===== src/rtl/ofmd_acc_ram.sv =====
// ofmd_acc_ram: single-port-write accumulate RAM with registered read and whole-array clear
// Ports:
//   clk, rst_n                 clock, asynchronous active-low reset
//   wr_en/wr_acc/wr_addr/wr_data  write request (overwrite or saturating accumulate)
//   rd_en/rd_addr -> rd_data/rd_valid  registered read, one-cycle valid pulse
//   clear_start -> busy/clear_done     zero fill of every word, one word per cycle
//   sat_flag                   sticky accumulate-saturation indicator
module ofmd_acc_ram #(
    parameter int DATA_W = 8,
    parameter int DEPTH  = 64,
    parameter int ADDR_W = $clog2(DEPTH)
) (
    input  logic              clk,
    input  logic              rst_n,
    input  logic              wr_en,
    input  logic              wr_acc,
    input  logic [ADDR_W-1:0] wr_addr,
    input  logic [DATA_W-1:0] wr_data,
    input  logic              rd_en,
    input  logic [ADDR_W-1:0] rd_addr,
    output logic [DATA_W-1:0] rd_data,
    output logic              rd_valid,
    input  logic              clear_start,
    output logic              busy,
    output logic              clear_done,
    output logic              sat_flag
);
    typedef enum logic {IDLE, CLEAR} state_t;
    localparam logic [ADDR_W-1:0] LAST = ADDR_W'(DEPTH - 1);

    logic [DATA_W-1:0] mem [DEPTH];
    state_t            state;
    logic [ADDR_W-1:0] cnt;
    logic              stage_v;
    logic              stage_acc;
    logic [ADDR_W-1:0] stage_addr;
    logic [DATA_W-1:0] stage_data;
    logic              idle;
    logic              clr_go;
    logic              wr_go;
    logic              rd_go;
    logic [DATA_W:0]   sum;
    logic              sat_ev;
    logic [DATA_W-1:0] commit_val;
    logic              mem_we;
    logic [ADDR_W-1:0] mem_wa;
    logic [DATA_W-1:0] mem_wd;

    // A write arriving with clear_start is dropped so the clear never shares
    // the write port with a stage commit.
    always_comb begin
        idle       = (state == IDLE);
        clr_go     = idle && clear_start;
        wr_go      = idle && wr_en && !clear_start;
        rd_go      = idle && rd_en;
        sum        = {1'b0, mem[stage_addr]} + {1'b0, stage_data};
        sat_ev     = stage_v && stage_acc && sum[DATA_W];
        commit_val = !stage_acc ? stage_data : sum[DATA_W] ? '1 : sum[DATA_W-1:0];
        mem_we     = stage_v || !idle;
        mem_wa     = idle ? stage_addr : cnt;
        mem_wd     = idle ? commit_val : '0;
        busy       = !idle;
    end

    // Storage is deliberately not reset; aborting relies on the control registers.
    always_ff @(posedge clk) begin
        if (mem_we) mem[mem_wa] <= mem_wd;
    end

    always_ff @(posedge clk or negedge rst_n) begin
        if (!rst_n) begin
            state      <= IDLE;
            cnt        <= '0;
            stage_v    <= 1'b0;
            stage_acc  <= 1'b0;
            stage_addr <= '0;
            stage_data <= '0;
            rd_data    <= '0;
            rd_valid   <= 1'b0;
            clear_done <= 1'b0;
            sat_flag   <= 1'b0;
        end else begin
            stage_v <= wr_go;
            if (wr_go) begin
                stage_acc  <= wr_acc;
                stage_addr <= wr_addr;
                stage_data <= wr_data;
            end
            rd_valid <= rd_go;
            if (rd_go) rd_data <= mem[rd_addr];
            sat_flag   <= !clr_go && (sat_ev || sat_flag);
            clear_done <= 1'b0;
            if (idle) begin
                if (clear_start) begin
                    state <= CLEAR;
                    cnt   <= '0;
                end
            end else begin
                cnt <= cnt + 1'b1;
                if (cnt == LAST) begin
                    state      <= IDLE;
                    clear_done <= 1'b1;
                end
            end
        end
    end
endmodule


===== config.mk =====
export PLATFORM = sky130hd
export DESIGN_NAME = ofmd_acc_ram
export DESIGN_NICKNAME = d
export VERILOG_FILES = /design/src/rtl/ofmd_acc_ram.sv
export SDC_FILE = /design/constraint.sdc
export NUM_CORES = 1
export LEC_CHECK = 0
export BUFFER_PORTS_ARGS = -buffer_cell sky130_fd_sc_hd__buf_4
export CORE_MARGIN = 2
export CORE_UTILIZATION = 45
export CTS_BUF_LIST = sky130_fd_sc_hd__clkbuf_8 sky130_fd_sc_hd__clkbuf_16
export CTS_CLUSTER_SIZE = 40
export DETAILED_ROUTE_END_ITERATION = 8
export GPL_TIMING_DRIVEN = 1
export MAX_ROUTING_LAYER = met4
export PLACE_DENSITY = 0.6
export SLEW_MARGIN = 20
export SYNTH_ARGS = -nofsm -noshare
export SYNTH_HDL_FRONTEND = slang
export SYNTH_SLANG_ARGS = --single-unit

===== constraint.sdc =====
create_clock -name clk -period 7.9 [get_ports clk]
set_input_delay 0.79 -clock clk [delete_from_list [all_inputs] [get_ports clk]]
set_output_delay 0.79 -clock clk [all_outputs]
set_load 0.005 [all_outputs]

==> summary.md <==
| Metric | Value |
|---|---|
| Area leader, netlist | edfxtp_1 |
| Final hold vios | 0 |
| DP HPWL | 48600 um |
| Die Y | about 240 um |
| Number of synthesized flops with an enable pin | 512 |
| Period minus WS final | 6.12 ns |
| Design area | between 20000 and 30000 sq um |
| Std cell rows | between 80 and 90 |
| Count leader, synth | edfxtp_1 |
| Synth top area share | around three fifths |
| Relative slew slack | between 20% and 30% |
| Final wirelength | between 70000 and 80000 um |
| Wirelength per Cell | 32.8 um |
| Iter 0 DRT Violations | between 1500 and 2000 |
| Setup violators final | 0 |
| #FFs+latches synth | around 550 |
| Longest Clk Path Bufs | 3 |
| CTS tree | yes |
| CP required | 8.19 ns |
| Core Box Area | 57500 sq um |
| Critical Path Start Type | register |
| Avg Cell Area, Syn | 17.6 sq um |
| Worst VDD drop | 0.241 mV |
| CP max FO | 48 |
| GPL Wtd Cong | a little over 0.9 |
| CP Cell Sequence | mux4_2, a221oi_1, o21ai_0, and4_1, ha_1, o21a_1, o31a_1, o21a_1, o41a_1, nor2_1, a221oi_4, buf_4 |
| RSZ-0062 raised after global routing | no |
| Post-Syn Area | 26000 sq um |
| Clk_skew | 0.0329 ns |
| Maximum single-stage delay on the critical path | 0.90 ns |
| Most Frequent Cell on Critical Path | o21a_1 |
| Synth top area cells | edfxtp_1 (59%), mux4_2 (19%), mux2i_1 (4.7%) |
| CTS resizes | 0 |
| Async set-or-reset flop fraction in the synthesized netlist | under 10% |
| GRT overflow | 0 |
| Hold Path Class | input port to asynchronous set/reset pin |
| Worst slew pin tran | approximately 1.2 ns |
| Mapped Cells | approximately 1500 |
| CTS Hold Bufs | 0 |
| I/O pin total | 38 |
| YS warnings | 0 |
| Worst path buffer plus inverter count | 1 |
| Arrival time worst endpoint | between 6 and 7 ns |
| Maximum clock rate | 0.163 GHz |
| CP Capture Type | register |
| Buffers added on ports | 37 |
| Initial Utilization | 45.3% |
| Num CTS Buffers | 57 |
| Vias/cell | 6.51 |
| Largest net degree at the start of global routing | 102 |
| Post-route setup TNS | 0 ns |
| Detailed-route via count | 15135 |
| Cell Pwr Density | ~330 nW/um^2 |
| Top FF cell, synth | edfxtp_1 |
| GRT Util Overall | between 20% and 30% |
| Fin. max-slew vios | 0 |
| Fraction of layout cells with a size suffix above 1 | 27.6% |
| Hold slack | 0.128 ns |
| Initial antenna violation count | 1 |
| Seq/Total Area, Yosys | 62.3% |
| Syn-to-layout area delta | 10.7% |
| Htree depth | 2 |
| Commonest cells in the netlist | edfxtp_1 (512), mux4_2 (217), mux2i_1 (123) |
| Leakage | 9.36 nW |
| Worst path slowest cell | a221oi_1 |
| Nets@finish | 1551 |
| Die area | ~60000 sq um |
| Clk slew on worst S/H paths | 0.06 ns |
| Post-detailed-route DRC marker count | 0 |
| Worst-Skew Late Latency | around 0.63 ns |
| Placed Area | 27000 sq um |
| Clk root buf | clkbuf_16 |
| Final period util | between 70% and 80% |
| Postcts setup bufs | 0 |
| First-pass GRT wire length | 110000 um |
| Die Width | 245 um |
| Final ANT Viol Nets | 0 |
| Clk sinks | 546 |
| Family with the most delay on the worst path | compound AO/OA/AOI/OAI gates |
| Synth cell types | 64 |
| Net count after synthesis | 1519 |
| Vias in the first global route | 15163 |
| Total of max-cap violations | 0 |
| Outcome | finished clean |
| Crit path kind | register to register |
| TritonRoute pass-1 iters | 5 |
cell usage in the layout, fill, tap and decap left out, drive strengths merged, types with 7 or more instances in the layout:
| master | instances |
|---|---|
| a221o | 7 |
| mux2i | 123 |
| o21ai | 33 |
| a32oi | 7 |
| o2111ai | 8 |
| nor3 | 12 |
| ha | 9 |
| a211oi | 9 |
| a221oi | 20 |
| mux2 | 13 |
| nor2 | 112 |
| clkinv | 29 |
| nand3 | 14 |
| inv | 20 |
| buf | 80 |
| a22oi | 22 |
| clkbuf | 60 |
| mux4 | 219 |
| nor2b | 18 |
| dfrtp | 34 |
| a2111oi | 11 |
| nand2 | 70 |
| o22ai | 25 |
| edfxtp | 512 |
| a21oi | 23 |
state kept, by name, summed over array words and instances (netlist names):
register / flops
mem: 512
clear_done: 1
stage_acc: 1
sat_flag: 1
stage_v: 1
cnt: 6
stage_addr: 6
rd_data: 8
stage_data: 8
busy: 1
rd_valid: 1
routing by layer:
layer	up-vias	wire length [um]	GRT usage, %
met5	-	0	-
met4	0	2490	8.79
met1	8029	31300	36.5
met3	108	6840	5.47
met2	755	35700	40.2
li1	6243	-	-
metrics by stage:
| step | power (W) | util, % | setup slack (ns) | std cells |
|---|---|---|---|---|
| final | 0.00961 | 50.2 | 1.78 | 2325 |
| after global routing | 0.00999 | 50.2 | 1.48 | 2324 |
| after CTS | 0.00962 | 50.1 | 1.64 | 2323 |
| after detailed placement | 0.00704 | 47.0 | 1.69 | 2220 |
| after global placement | 0.00699 | 47.0 | 1.84 | 2220 |
| after floorplan | 0.00598 | - | 1.36 | 1483 |
cell families after synthesis:
group / count (synthesis) / share of synthesized area [%]
multiplexers: 355 / 24.3
AO/OA/AOI/OAI: 193 / 5.46
flip-flops: 546 / 62.3
XOR/XNOR: 4 / 0.135
AND/OR/NAND/NOR: 256 / 4.38
buffers and inverters: 119 / 2.98
adder cells (fa/ha/maj): 10 / 0.509
final cells by class:
cell class / count / area [sq um]
fill: 4725 / 28600
sequential: 546 / 16200
multi-input combinational: 818 / 9180
clock buffer: 59 / 1480
tap: 765 / 957
timing repair buffer: 81 / 651
clock inverter: 44 / 313
inverter: 11 / 41.3
antenna: 1 / 2.50
power by group:
| part | internal [W] | switching [W] | total (W) |
|---|---|---|---|
| logic | 0.00134 | 0.00189 | 0.00323 |
| registers | 0.00350 | 0.000286 | 0.00378 |
| clock network | 0.00147 | 0.00113 | 0.00260 |
| total | 0.00631 | 0.00330 | 0.00961 |
worst paths after layout:
kind / from / end / slack (ns) / cells after the start
max in group asynchronous: rst_n / stage_addr[1] / 7.37 / 1
min: rst_n / stage_data[4] / 0.13 / 1
min in group clk: wr_addr[4] / stage_addr[4] / 0.39 / 3
min reg2reg: sat_flag / sat_flag / 0.57 / 2
max reg2reg: stage_addr[0] / mem[30][1] / 1.78 / 12
max: stage_addr[0] / mem[30][1] / 1.78 / 12
Note: power is estimated with default switching activity, not from simulation.
